`config.mk`:
```
export PLATFORM = sky130hd
export DESIGN_NAME = grid_stream_loader_flat
export DESIGN_NICKNAME = d
export VERILOG_FILES = /design/src/rtl/grid_stream_loader_if.sv /design/src/rtl/grid_stream_loader.sv /design/src/flat_wrapper.sv
export SDC_FILE = /design/constraint.sdc
export NUM_CORES = 1
export LEC_CHECK = 0
export BUFFER_PORTS_ARGS = -buffer_cell sky130_fd_sc_hd__buf_2
export CORE_ASPECT_RATIO = 0.8
export CORE_MARGIN = 1
export CORE_UTILIZATION = 55
export DETAILED_ROUTE_END_ITERATION = 6
export HOLD_SLACK_MARGIN = 0.03
export PLACE_DENSITY = 0.8
export SLEW_MARGIN = 20
export SYNTH_ARGS = -nofsm -noshare
export SYNTH_HDL_FRONTEND = slang
export SYNTH_SLANG_ARGS = --single-unit
```
`constraint.sdc`:
```
create_clock -name clk -period 9.73 [get_ports clk]
set_clock_uncertainty 0.2 [all_clocks]
set_input_delay 0.4865 -clock clk [delete_from_list [all_inputs] [get_ports clk]]
set_output_delay 0.4865 -clock clk [all_outputs]
set_load 0.05 [all_outputs]
```
`src/rtl/grid_stream_loader_if.sv`:
```
// Byte-stream input and flattened-grid output bundle of grid_stream_loader.
// GRID_LOADER_ROLL_COUNT_EN adds the roll_count signal.
interface grid_stream_loader_if #(
  parameter int WIDTH = 16,
  parameter int DEPTH = 16
);
  logic [7:0]                    in_data;
  logic                          in_valid;
  logic                          in_last;
  logic                          in_ready;
  logic [WIDTH*DEPTH-1:0]        grid_flat;
  logic                          grid_valid;
  logic                          grid_ready;
  logic [$clog2(DEPTH+1)-1:0]    rows;
  logic [$clog2(WIDTH+1)-1:0]    cols;
  logic                          err;
`ifdef GRID_LOADER_ROLL_COUNT_EN
  logic [$clog2(WIDTH*DEPTH+1)-1:0] roll_count;

  modport master (
    input  in_data, in_valid, in_last, grid_ready,
    output in_ready, grid_flat, grid_valid, rows, cols, err, roll_count
  );
  modport slave (
    output in_data, in_valid, in_last, grid_ready,
    input  in_ready, grid_flat, grid_valid, rows, cols, err, roll_count
  );
`else
  modport master (
    input  in_data, in_valid, in_last, grid_ready,
    output in_ready, grid_flat, grid_valid, rows, cols, err
  );
  modport slave (
    output in_data, in_valid, in_last, grid_ready,
    input  in_ready, grid_flat, grid_valid, rows, cols, err
  );
`endif
endinterface

```
`src/rtl/grid_stream_loader.sv`:
```
// Assembles an ASCII '@'/'.'/LF stream into a DEPTH x WIDTH bit grid with error flagging.
// Optional GRID_LOADER_ROLL_COUNT_EN counts the '@' cells written.
module grid_stream_loader #(
  parameter int WIDTH = 16,
  parameter int DEPTH = 16
) (
  input  logic clk,
  input  logic rst,
  grid_stream_loader_if.master bus
);

  localparam int CELLS = WIDTH * DEPTH;
  localparam int COL_W = $clog2(WIDTH + 1);
  localparam int ROW_W = $clog2(DEPTH + 1);
  localparam int IDX_W = (CELLS > 1) ? $clog2(CELLS) : 1;
  localparam logic [COL_W-1:0] COL_MAX = COL_W'(WIDTH);
  localparam logic [ROW_W-1:0] ROW_MAX = ROW_W'(DEPTH);

  localparam logic [7:0] CH_ROLL  = 8'h40;
  localparam logic [7:0] CH_EMPTY = 8'h2E;
  localparam logic [7:0] CH_LF    = 8'h0A;
  localparam logic [7:0] CH_CR    = 8'h0D;

  typedef enum logic [1:0] {LOAD, DRAIN, HOLD} state_t;

  typedef struct packed {
    logic             err;
    logic [ROW_W-1:0] row;
    logic [COL_W-1:0] col;
    logic [COL_W-1:0] cols;
  } ptr_t;

  state_t           state, state_n;
  logic [CELLS-1:0] grid, grid_n;
  logic [ROW_W-1:0] row;
  logic [COL_W-1:0] col, cols_q;
  logic             err_q;
  ptr_t             p_n;
  logic             take;
`ifdef GRID_LOADER_ROLL_COUNT_EN
  logic [$clog2(CELLS+1)-1:0] rolls, rolls_n;
`endif

  function automatic logic [IDX_W-1:0] cell_idx(input logic [ROW_W-1:0] r,
                                                input logic [COL_W-1:0] c);
    return IDX_W'(int'(r) * WIDTH + int'(c));
  endfunction

  // Close an open row: the first row fixes the row length, later rows must match it.
  function automatic ptr_t end_row(input ptr_t p);
    ptr_t r;
    r = p;
    if (p.col != '0) begin
      if (p.row == '0) begin
        r.cols = p.col;
        r.row  = p.row + 1'b1;
        r.col  = '0;
      end else if (p.col != p.cols) begin
        r.err = 1'b1;
      end else begin
        r.row = p.row + 1'b1;
        r.col = '0;
      end
    end
    return r;
  endfunction

  assign take = bus.in_valid && (state != HOLD);

  always_comb begin
    state_n         = state;
    grid_n          = grid;
    p_n             = '{err: err_q, row: row, col: col, cols: cols_q};
`ifdef GRID_LOADER_ROLL_COUNT_EN
    rolls_n         = rolls;
`endif
    bus.in_ready    = 1'b1;
    bus.grid_valid  = 1'b0;
    case (state)
      LOAD: begin
        if (take) begin
          case (bus.in_data)
            CH_ROLL, CH_EMPTY: begin
              if (p_n.col == COL_MAX || p_n.row == ROW_MAX) begin
                p_n.err = 1'b1;
              end else begin
                grid_n[cell_idx(p_n.row, p_n.col)] = (bus.in_data == CH_ROLL);
`ifdef GRID_LOADER_ROLL_COUNT_EN
                if (bus.in_data == CH_ROLL) rolls_n = rolls + 1'b1;
`endif
                p_n.col = p_n.col + 1'b1;
              end
            end
            CH_LF:   p_n = end_row(p_n);
            CH_CR:   ;
            default: p_n.err = 1'b1;
          endcase
          // A frame may end without a trailing LF; the open row still commits.
          if (bus.in_last && !p_n.err) p_n = end_row(p_n);
          if (bus.in_last)      state_n = HOLD;
          else if (p_n.err)     state_n = DRAIN;
        end
      end
      DRAIN: begin
        if (take && bus.in_last) state_n = HOLD;
      end
      HOLD: begin
        bus.in_ready   = 1'b0;
        bus.grid_valid = 1'b1;
        if (bus.grid_ready) begin
          state_n = LOAD;
          grid_n  = '0;
          p_n     = '0;
`ifdef GRID_LOADER_ROLL_COUNT_EN
          rolls_n = '0;
`endif
        end
      end
      default: state_n = LOAD;
    endcase
  end

  always_ff @(posedge clk or posedge rst) begin
    if (rst) begin
      state  <= LOAD;
      grid   <= '0;
      row    <= '0;
      col    <= '0;
      cols_q <= '0;
      err_q  <= 1'b0;
`ifdef GRID_LOADER_ROLL_COUNT_EN
      rolls  <= '0;
`endif
    end else begin
      state  <= state_n;
      grid   <= grid_n;
      row    <= p_n.row;
      col    <= p_n.col;
      cols_q <= p_n.cols;
      err_q  <= p_n.err;
`ifdef GRID_LOADER_ROLL_COUNT_EN
      rolls  <= rolls_n;
`endif
    end
  end

  assign bus.grid_flat = grid;
  assign bus.rows      = row;
  assign bus.cols      = cols_q;
  assign bus.err       = err_q;
`ifdef GRID_LOADER_ROLL_COUNT_EN
  assign bus.roll_count = rolls;
`endif

endmodule
```
`src/flat_wrapper.sv`:
```
// flat-port wrapper written by rule: the top's interface ports become plain ports
module grid_stream_loader_flat 
#(
  parameter int WIDTH = 16,
  parameter int DEPTH = 16
)
  (clk, rst, bus_in_data, bus_in_valid, bus_in_last, bus_grid_ready, bus_in_ready, bus_grid_flat, bus_grid_valid, bus_rows, bus_cols, bus_err);
  grid_stream_loader_if #(.WIDTH(WIDTH), .DEPTH(DEPTH)) bus_i ();
  input  logic clk;
  input  logic rst;
  input wire logic [$bits(bus_i.in_data)-1:0] bus_in_data;
  input wire logic [$bits(bus_i.in_valid)-1:0] bus_in_valid;
  input wire logic [$bits(bus_i.in_last)-1:0] bus_in_last;
  input wire logic [$bits(bus_i.grid_ready)-1:0] bus_grid_ready;
  output wire logic [$bits(bus_i.in_ready)-1:0] bus_in_ready;
  output wire logic [$bits(bus_i.grid_flat)-1:0] bus_grid_flat;
  output wire logic [$bits(bus_i.grid_valid)-1:0] bus_grid_valid;
  output wire logic [$bits(bus_i.rows)-1:0] bus_rows;
  output wire logic [$bits(bus_i.cols)-1:0] bus_cols;
  output wire logic [$bits(bus_i.err)-1:0] bus_err;
  assign bus_i.in_data = bus_in_data;
  assign bus_i.in_valid = bus_in_valid;
  assign bus_i.in_last = bus_in_last;
  assign bus_i.grid_ready = bus_grid_ready;
  assign bus_in_ready = bus_i.in_ready;
  assign bus_grid_flat = bus_i.grid_flat;
  assign bus_grid_valid = bus_i.grid_valid;
  assign bus_rows = bus_i.rows;
  assign bus_cols = bus_i.cols;
  assign bus_err = bus_i.err;
  grid_stream_loader #(.WIDTH(WIDTH), .DEPTH(DEPTH)) u_core (.clk(clk), .rst(rst), .bus(bus_i));
endmodule
```
==> results.md, run 1 <==
- R2R setup slack: around 5.2 ns
- Final number of setup-violating endpoints: 0
- DR WL/cell: approximately 24 um
- Tot GR Track Use: a little under two fifths
- R2R depth: 11
- Vias post-DR: 13527
- Antenna violations before repair: 0
- Number of remaining DRC errors: 0
- Peak supply drop: 0.1354 mV
- Hold Path Class: in2reg
- Reg-to-reg endpoint: u_core.bus.grid_flat[215]$_DFFE_PP0P_
- Fin Hold WS: 0.2663 ns
- FF-to-FF Start: u_core.col[1]$_DFFE_PP0P_
- CP max FO: 74
- Fin. Hold Viols: 0
- Required time worst endpoint: between 9 and 10 ns
- Chip Height: between 100 and 150 um
- Post-synth cell types: 75
- Actual slew at the worst max-slew pin: 1.127 ns
- Die width: 176.1 um
- Core area: 23590 um^2
- Fin area: 15730 um^2
- Startpoint Class: flip-flop
- Post-Syn Instances: around 1500
- Tcrit/Tclk final: 46.97%
- Worst-path clk slew: approximately 0.070 ns
- Initial Util: 56.53%
- Pwr dens: 151.9 nW/um^2
- First-pass GRT wire length: 72390 um
- Pin count of the biggest net entering global routing: 135
- Max-Cap Viols: 0
- Synth warnings: 0
- Sequential element share of the synthesized area: 51.43%
- Kind of critical path: reg2reg
- Top_reg_cell synth: dfrtp_1
- GP Congestion: 0.9385
- Slew Limit Fails: 0
- DRT Pass-1 Iters: 5
- Cell Rows: 50
- Leak: 7.466 nW
- Max Root-Sink Buffers: 3
- Root buffer cell: clkbuf_16
- Post-synth ARST share: 100.0%
- DP HPWL: 30150 um
- Num CTS Buffers: 27
- Detail Route Antenna Nets: 0
- Netlist Area Pre-Place: 13330 um^2
- Status: completed
- Syn avg cell area: 8.894 um^2
- Layout fillers: about 2000
- #FFs+latches synth: 274
- Max Fclk: 0.2188 GHz
- Post_cts resized: 0
- I/O Buffers: 281
- Synth top area share: between 50% and 60%
- Placement Cell Area: 14760 um^2
- Top Ports: ~280
- Crit end category: flip-flop
- Hold_sp: bus_in_last
- Setup TNS: 0 ns
- Routed vias/inst: 6.710
- H-tree levels: 1
- CP startpoint: u_core.col[1]$_DFFE_PP0P_
- Post-synth top area cell: dfrtp_1
- Layout area overhead: 18.01%
- CP endpoint: u_core.bus.grid_flat[215]$_DFFE_PP0P_
- Worst path arrival time: 4.83 ns
- Storage element area: 6857 um^2
- Post-Route WL: 47660 um
- Mapped Nets: 1522
- Diode count: 0
- Nets: 1707
- Post-synth EDFFs: 0
- DRT iter0 DRCs: 2133
- Total gr overflow: 0
- RSZ-0062 raised after global routing: false
- Die ar.: approximately 25000 um^2
- Area of the multi-input gates: slightly below 6000 um^2
- Layout cells sized above 1: 22.65%
- CTS Sinks: 274
- Skew-Pair Late Insertion Delay: 0.56 ns
- Most frequent cells in the layout: o21ai_0, buf_2, dfrtp_1
- Post-CTS Setup Bufs: 0
- TritonCTS clock tree: built
- Final Critical Period: 4.570 ns
- Commonest non-fill, non-tap cell in the layout: o21ai_0
- Relative slew slack: about 25%
- Vias in the first global route: 12629
- Largest cells by area after synthesis: dfrtp_1, o21ai_0, a21oi_1, clkbuf_1, nand2_1
cell usage after synthesis, types with 3 or more instances:
library cell  count
a21o_1            3
a21oi_1         264
a22o_1            6
a31oi_1           3
and2_1           15
and3_1            6
and4_1            3
buf_1             4
buf_2             7
clkbuf_1        140
dfrtp_1         274
ha_1             10
inv_1            12
mux2i_1          11
nand2_1          53
nand2b_1          8
nand3_1          16
nand4_1           4
nor2_1           28
nor2b_1           5
nor3_1           13
nor4_1            3
o211ai_1          3
o21ai_0         523
o21ai_1           3
o22ai_1           3
o31ai_1           3
or3_1             4
xnor2_1           8
cell type report:
cell class,instances,area share (%)
Clock buffer,39,5.089
Multi-Input combinational cell,1059,37.40
Sequential cell,274,43.58
Timing Repair Buffer,309,10.46
Clock inverter,10,0.6044
Inverter,13,0.3897
Tap cell,312,2.481
critical path: stages (launching register included):
cell and delay (ns):
dfrtp_1 0.56, inv_1 0.15, ha_1 0.27, nor3b_4 0.18, a211oi_4 0.34, and2_2 0.27
o21bai_4 0.06, buf_4 0.29, buf_12 0.26, nor3_2 0.73, nand2_1 0.73, o21ai_0 0.38
metrics by stage:
| stage | worst slack [ns] | util [%] | instances | power, mW |
|---|---|---|---|---|
| detailed placement | 5.312 | 62.59 | 1961 | 1.334 |
| global route | 4.854 | 66.71 | 2016 | 2.452 |
| CTS | 5.288 | 66.60 | 2015 | 2.382 |
| floorplan | 1.491 | - | 1499 | 1.295 |
| global placement | 5.501 | 62.56 | 1961 | 1.330 |
| finish | 5.160 | 66.71 | 2016 | 2.391 |
worst min-delay path by stage:
stage                                                 end  slack [ns]  depth (start not counted)
global placement     u_core.bus.grid_flat[26]$_DFFE_PP0P_        0.28                          2
finish                         u_core.bus.err$_DFFE_PP0P_        0.27                          4
CTS                            u_core.bus.err$_DFFE_PP0P_        0.26                          4
detailed placement  u_core.bus.grid_flat[119]$_DFFE_PP0P_        0.29                          2
global route                   u_core.bus.err$_DFFE_PP0P_        0.28                          4
floorplan                     u_core.state[0]$_DFFE_PP0P_        0.30                          1
kinds of logic (layout without fill, tap and decap cells):
logic type                 after synthesis  in the layout  synth area share (%)
AOI/OAI and AO/OA                      844            844                 33.60
xor gates and xnor gates                11             11                0.7790
adders and majority gates               10             10                0.9384
buffers and inverters                  166            371                 4.823
DFF                                    274            274                 51.43
muxes                                   14             14                 1.107
and+or+nand+nor                        180            180                 7.329
per-layer routing:
layer | GRT usage [%] | up-vias | wire [um]
li1 | - | 5783 | -
met1 | 52.28 | 6492 | 18290
met2 | 55.84 | 1077 | 20980
met3 | 7.878 | 175 | 5856
met4 | 19.04 | 0 | 2536
met5 | 0 | - | 0
where the power goes:
part | switching (mW) | total [mW] | leakage [nW] | internal, mW
clock | 0.470 | 1.07 | 0.443 | 0.600
sequential | 0.00350 | 1.14 | 3.83 | 1.14
combinational | 0.130 | 0.176 | 3.20 | 0.0454
total | 0.604 | 2.39 | 7.47 | 1.79
repair_timing:
action | in CTS | in global routing
setup endpoints to repair | 0 | 0
endpoints found under the hold margin | 135 | 0
hold buffers | 5 | 0
flip-flops by register name, indices dropped and copies added (netlist names):
name,flops
u_core.bus.cols,5
u_core.bus.err,1
u_core.bus.grid_flat,256
u_core.bus.rows,5
u_core.col,5
u_core.state,2
No activity file was read; power rests on OpenSTA's default activity.
==> run 2, diff against run 1 <==
==> constraint.sdc (replaced) <==
create_clock -name clk -period 4.26 [get_ports clk]
set_clock_uncertainty 0.2 [all_clocks]
set_input_delay 0.213 -clock clk [delete_from_list [all_inputs] [get_ports clk]]
set_output_delay 0.213 -clock clk [all_outputs]
set_load 0.05 [all_outputs]
==> results.md, run 2 (synthesis gave the netlist of run 1 again) <==
- Status: completed
- Placed insts: 1989 (+1.4%)
- Commonest non-fill, non-tap cell in the layout: o21ai_0
- Crit end category: flip-flop
- Share of the core filled with cells: 68.30% (+1.6 points)
- Leak: 7.679 nW (+2.8%)
- Skew-Pair Late Insertion Delay: 0.55 ns (about the same)
- Tot GR Track Use: 38.91% (+1.3 points)
- Pwr dens: 362.8 nW/um^2 (+140%)
- Max reg flops: 256 (unchanged)
- Routed wl met2: 21920 um (+4.5%)
- Antenna violations before repair: 0 (unchanged)
- Vias in the first global route: 12647 (+0.14%)
- Area of the multi-input gates: 5882 um^2 (about the same)
- DP HPWL: 31290 um (+3.8%)
- Peak supply drop: 0.2977 mV (+120%)
- Layout area overhead: 20.82%
- Non-Filler Instances: 2045 (+1.4%)
- H-tree levels: 1 (unchanged)
- Cell Rows: 50 (unchanged)
- Core area: 23590 um^2 (unchanged)
- Max Root-Sink Buffers: 3 (unchanged)
- Initial Util: 56.53% (unchanged)
- I/O Buffers: 281 (unchanged)
- Routed vias/inst: 6.757 (+0.70%)
- Relative slew slack: 24.05% (-0.83 points)
- Startpoint Class: flip-flop
- CTS Sinks: 274 (unchanged)
- Post-CTS Setup Bufs: 0 (unchanged)
- Worst path arrival time: 4.30 ns (-0.53 ns)
- DR WL/cell: 24.36 um (+3.0%)
- DRT Pass-1 Iters: 6 (+1)
- Most frequent cells in the layout: o21ai_0, buf_2, dfrtp_1
- TritonCTS clock tree: built
- Root buffer cell: clkbuf_16
- Layout cells sized above 1: 23.77% (+1.1 points)
- Vias post-DR: 13818 (+2.2%)
- Layout fillers: 1895 (-4.9%)
- Actual slew at the worst max-slew pin: 1.139 ns (+0.01248 ns)
- Highest routed layer: met4
- Diode count: 0 (unchanged)
- Die width: 176.1 um (unchanged)
- DRT iter0 DRCs: 2179 (+2.2%)
- Final Critical Period: 4.050 ns (-0.5197 ns)
- Hold Path Class: in2reg
- Max Fclk: 0.2469 GHz (+13%)
- Total gr overflow: 0 (unchanged)
- Pin count of the biggest net entering global routing: 257 (+90%)
- Tcrit/Tclk final: 95.08% (+48 points)
- Max-Cap Viols: 0 (unchanged)
- Num CTS Buffers: 28 (+3.7%)
- First-pass GRT wire length: 74620 um (+3.1%)
- Number of remaining DRC errors: 0 (unchanged)
- Kind of critical path: reg2reg
- Top Ports: 282 (unchanged)
- Worst-path clk slew: 0.07 ns (about the same)
- RSZ-0062 raised after global routing: false
- Chip Height: 141.3 um (unchanged)
- Post-Route WL: 49810 um (+4.5%)
- CP max FO: 10 (-86%)
- Setup TNS: 0 ns (unchanged)
- GP Congestion: 0.9475 (+0.96%)
- Fin. Hold Viols: 0 (unchanged)
- Nets: 1737 (+1.8%)
- Detail Route Antenna Nets: 0 (unchanged)
- DR WL met3: 6076 um (+3.8%)
- Final number of setup-violating endpoints: 0 (unchanged)
- Storage element area: 6857 um^2 (unchanged)
- Required time worst endpoint: 4.51 ns (-5.48 ns)
- Metal1 wirelength: 19080 um (+4.3%)
- Slew Limit Fails: 0 (unchanged)
- Die ar.: 24870 um^2 (unchanged)
[run 2: cell count changes in the layout (fill, tap and decap cells not counted), sizes merged]
cell / delta
buf: +27
clkbuf: -3
dlygate4sd3: +2
clkinv: -3
inv: -2
clkinvlp: +1
bufinv: +7
[run 2: stage by stage]
stage               hold WS (ns)  setup slack (ns)  power (mW)  area (um^2)
global placement        -0.06022            0.3914       3.058        14990
CTS                       0.1955            0.2679       5.837        16100
detailed placement      -0.05694            0.2904       3.067        14990
floorplan                 0.1041            0.2236       2.960        13340
global route              0.2597           0.02729       5.977        16110
finish                    0.2113            0.2096       5.845        16110
[run 2: final cells by class]
| cell class | instances | area share [%] |
|---|---|---|
| sequential | 274 | 42.56 |
| multi-input combinational | 1059 | 36.51 |
| timing repair buffer | 338 | 11.65 |
| clock buffer | 36 | 4.722 |
| tap | 312 | 2.423 |
| clock inverter | 13 | 1.771 |
| inverter | 13 | 0.3573 |
[run 2: worst max-delay path, stage by stage, from the launching register on]
cell      delay, ns
dfrtp_1        0.51
inv_1          0.17
ha_1           0.30
or4b_4         0.26
nand3_1        0.22
a211oi_4       0.45
mux2i_1        0.43
ha_1           0.23
and4_1         0.24
and2_1         0.25
o21ai_4        0.13
or2_2          0.30
a32o_1         0.24
[run 2: layer usage]
metal	GRT usage, %	up-vias
met5	0	-
li1	-	5837
met3	7.610	193
met2	57.94	1131
met4	19.41	0
met1	54.57	6657
[run 2: what timing repair did]
item,4_1_cts,5_1_grt
gates resized for setup,0,1
endpoints found under the hold margin,277,0
hold buffers,7,0
endpoints found under the setup margin,0,1
[run 2: where the power goes]
part	internal, mW	switching, mW	total [mW]
registers	2.61	0.00927	2.62
logic	0.109	0.310	0.419
clock network	1.74	1.07	2.81
total	4.46	1.39	5.84
[run 2: worst paths after layout]
| path | startpoint | endpoint | slack (ns) | cells past startpoint |
|---|---|---|---|---|
| worst max-delay path | u_core.col[0]$_DFFE_PP0P_ | u_core.bus.cols[2]$_DFFE_PP0P_ | 0.21 | 12 |
| worst min-delay path | bus_in_data[4] | u_core.bus.rows[0]$_DFFE_PP0P_ | 0.21 | 6 |
| worst max register to register | u_core.col[0]$_DFFE_PP0P_ | u_core.bus.cols[2]$_DFFE_PP0P_ | 0.21 | 12 |
| worst min register to register | u_core.bus.grid_flat[100]$_DFFE_PP0P_ | u_core.bus.grid_flat[100]$_DFFE_PP0P_ | 0.29 | 2 |
| max in group asynchronous | rst | u_core.bus.grid_flat[14]$_DFFE_PP0P_ | 2.18 | 5 |
| min in group asynchronous | rst | u_core.bus.grid_flat[68]$_DFFE_PP0P_ | 0.52 | 4 |
==> run 3, diff against run 2 <==
--- a/config.mk
+++ b/config.mk
@@ -5,13 +5,14 @@
 export SDC_FILE = /design/constraint.sdc
 export NUM_CORES = 1
 export LEC_CHECK = 0
+export ABC_AREA = 1
 export BUFFER_PORTS_ARGS = -buffer_cell sky130_fd_sc_hd__buf_2
 export CORE_ASPECT_RATIO = 0.8
 export CORE_MARGIN = 1
 export CORE_UTILIZATION = 55
 export DETAILED_ROUTE_END_ITERATION = 6
 export HOLD_SLACK_MARGIN = 0.03
-export PLACE_DENSITY = 0.8
+export PLACE_DENSITY = 0.79
 export SLEW_MARGIN = 20
 export SYNTH_ARGS = -nofsm -noshare
 export SYNTH_HDL_FRONTEND = slang
==> constraint.sdc (replaced) <==
create_clock -name clk -period 5.23 [get_ports clk]
set_clock_uncertainty 0.2 [all_clocks]
set_input_delay 0.2615 -clock clk [delete_from_list [all_inputs] [get_ports clk]]
set_output_delay 0.2615 -clock clk [all_outputs]
set_load 0.05 [all_outputs]
==> results.md, run 3 <==
- Status: completed
- Final number of setup-violating endpoints: 0 (unchanged)
- M2 GR Usage: 49.36% (-8.6 points)
- Peak supply drop: 0.3587 mV (+20%)
- Leak: 8.051 nW (+4.9%)
- Max-Cap Viols: 0 (unchanged)
- TritonCTS clock tree: built
- DR WL/cell: 19.17 um (-21%)
- Crit end category: flip-flop
- Syn avg cell area: 7.838 um^2 (-12%)
- Layout cells sized above 1: 19.53% (-4.2 points)
- Vias post-DR: 14221 (+2.9%)
- Max reg flops: 256 (unchanged)
- Cell Rows: 53 (+6.0%)
- Post-CTS Setup Bufs: 0 (unchanged)
- Share of the core filled with cells: 65.02% (-3.3 points)
- Post-synth cell types: 37 (-51%)
- RSZ-0062 raised after global routing: false
- Actual slew at the worst max-slew pin: 1.105 ns (-0.03386 ns)
- Most Crowded Layer GR: met2
- Hold_buf cts: 4 (-3)
- Largest cells by area after synthesis: dfrtp_1, nand2_1, o31ai_1, o21ai_0, clkbuf_1
- Worst-path clk slew: 0.06 ns (about the same)
- DP HPWL: 27510 um (-12%)
- Relative slew slack: 25.86% (+1.8 points)
- Netlist Area Pre-Place: 14740 um^2 (+11%)
- Top_reg_cell synth: dfrtp_1
- Num CTS Buffers: 29 (+3.6%)
- #FFs+latches synth: 274 (unchanged)
- Antenna violations before repair: 0 (unchanged)
- Die ar.: 27470 um^2 (+10%)
- Pin count of the biggest net entering global routing: 257 (unchanged)
- Tcrit/Tclk final: 79.01% (-16 points)
- H-tree levels: 1 (unchanged)
- CTS Sinks: 274 (unchanged)
- Vias in the first global route: 12979 (+2.6%)
- Post-synth EDFFs: 0 (unchanged)
- Setup TNS: 0 ns (unchanged)
- Max Root-Sink Buffers: 3 (unchanged)
- Pre-CTS setup slack: 1.161 ns (+0.8709 ns)
- Required time worst endpoint: 5.43 ns (+0.92 ns)
- Nets: 2060 (+19%)
- Non-Filler Instances: 2415 (+18%)
- Placed insts: 2358 (+19%)
- GP Congestion: 0.9282 (-2.0%)
- CP max FO: 174 (+164)
- Met3 GRT Util: 6.709% (-0.90 points)
- Commonest cells post-synth: nand2_1, dfrtp_1, o21ai_0
- Root buffer cell: clkbuf_16
- DRT iter0 DRCs: 1754 (-20%)
- Worst setup margin: 1.098 ns (+0.8882 ns)
- Final Critical Period: 4.132 ns (+0.08182 ns)
- Detail Route Antenna Nets: 0 (unchanged)
- Post-Syn Instances: 1881 (+25%)
- Post_cts resized: 0 (unchanged)
- Post-synth ARST share: 100.0% (unchanged)
- Slowest stage cell, crit path: inv_6
- Most frequent cells in the layout: nand2_1, buf_2, dfrtp_1
- Fin. Hold Viols: 0 (unchanged)
- Worst path max stage delay: 0.53 ns (+0.02 ns)
- Mapped Nets: 1904 (+25%)
- Buf/Inv on CP: 5 (+4)
- Slew Limit Fails: 0 (unchanged)
- Routed vias/inst: 5.889 (-13%)
- Die width: 185.0 um (+5.1%)
- Number of remaining DRC errors: 0 (unchanged)
- Worst path arrival time: 4.33 ns (+0.03 ns)
- Delay-heaviest family, CP: buffers and inverters
- Startpoint Class: flip-flop
- Commonest non-fill, non-tap cell in the layout: nand2_1
- CP Cell Sequence: inv_2, nor2_1, inv_6, or2_1, o21ai_1, nor2_2, inv_2, a21oi_4, buf_12, buf_16, nand2_1, nand2_1, o31ai_1
- First-pass GRT wire length: 72640 um (-2.7%)
- I/O Buffers: 281 (unchanged)
- Synth top area share: 46.51% (-4.9 points)
- Layout fillers: 2276 (+20%)
- Kind of critical path: reg2reg
- Diode count: 0 (unchanged)
- Global-route met1 utilization: 48.74% (-5.8 points)
- Skew-Pair Late Insertion Delay: 0.55 ns (about the same)
- Synth warnings: 0 (unchanged)
- Post-synth top area cell: dfrtp_1
- DRT Pass-1 Iters: 7 (+1)
- Hold Path Class: in2reg
- Initial Util: 56.00% (-0.53 points)
- Total gr overflow: 0 (unchanged)
- Fin Hold WS: 0.07556 ns (-0.1357 ns)
- Sequential element share of the synthesized area: 46.51% (-4.9 points)
- Most common cell in the netlist: nand2_1
- Core area: 26330 um^2 (+12%)
- Layout area overhead: 16.11%
- Post-Route WL: 46310 um (-7.0%)
- Chip Height: 148.4 um (+5.1%)
- Tot GR Track Use: 33.29% (-5.6 points)
- Pwr dens: 333.6 nW/um^2 (-8.1%)
- Max Fclk: 0.2420 GHz (-2.0%)
- Top Ports: 282 (unchanged)
run 3: cell types whose count changed after synthesis, moves of 11 or more:
| cell | before | now |
|---|---|---|
| a21oi_1 | 264 | 5 |
| and2_1 | 15 | 0 |
| buf_2 | 7 | 49 |
| inv_1 | 12 | 91 |
| mux2i_1 | 11 | 0 |
| nand2_1 | 53 | 616 |
| nor2_1 | 28 | 62 |
| nor3_1 | 13 | 2 |
| o21ai_0 | 523 | 268 |
| o31ai_1 | 3 | 257 |
run 3: metal layers:
metal,vias to the layer above,part of all wire [%]
li1,6643,-
met1,6877,44
met2,609,44
met3,92,8.4
met4,0,3.1
met5,-,0
run 3: cell families after synthesis:
| logic type | Yosys count | share of synthesized area, % |
|---|---|---|
| xor+xnor | 4 | 0.2377 |
| simple gates | 754 | 21.20 |
| compound gates | 555 | 23.51 |
| fa+ha+maj | 10 | 0.8487 |
| flops | 274 | 46.51 |
| buf+inv | 284 | 7.698 |
run 3: final timing paths:
| kind | from | end | slack, ns | depth (start not counted) |
|---|---|---|---|---|
| worst max register to register | u_core.state[1]$_DFFE_PP0P_ | u_core.bus.grid_flat[89]$_DFFE_PP0P_ | 1.10 | 13 |
| worst min register to register | u_core.bus.grid_flat[198]$_DFFE_PP0P_ | u_core.bus.grid_flat[198]$_DFFE_PP0P_ | 0.28 | 2 |
| worst max-delay path | u_core.state[1]$_DFFE_PP0P_ | u_core.bus.grid_flat[89]$_DFFE_PP0P_ | 1.10 | 13 |
| min in group asynchronous | rst | u_core.bus.grid_flat[221]$_DFFE_PP0P_ | 0.23 | 4 |
| worst min-delay path | bus_in_valid | u_core.state[1]$_DFFE_PP0P_ | 0.08 | 5 |
| max in group asynchronous | rst | u_core.bus.grid_flat[48]$_DFFE_PP0P_ | 3.83 | 4 |
run 3: worst min-delay path, delay by kind of cell:
| family | cells | cell delay, ns |
|---|---|---|
| buffers and inverters | 2 | 0.17 |
| AOI/OAI and AO/OA | 2 | 0.21 |
| and+or+nand+nor | 1 | 0.12 |
run 3: layout make-up:
type / instances / area, um^2 / area share (%)
tap: 357 / 446.7 / 2.609
timing repair buffer: 308 / 1689 / 9.868
multi-input combinational: 1323 / 6764 / 39.51
clock inverter: 9 / 155.1 / 0.9064
sequential: 274 / 6857 / 40.06
clock buffer: 43 / 818.3 / 4.780
inverter: 101 / 387.9 / 2.266
run 3: metrics by stage:
stage	area (um^2)	total power, mW
after floorplan	14750	3.290
after global placement	16080	3.497
after detailed placement	16080	3.526
after CTS	17090	5.684
after global routing	17120	6.000
final	17120	5.710
run 3: power by group:
part	internal, mW	switching, mW
clock network	1.28	0.884
registers	2.13	0.0156
logic	0.370	1.03
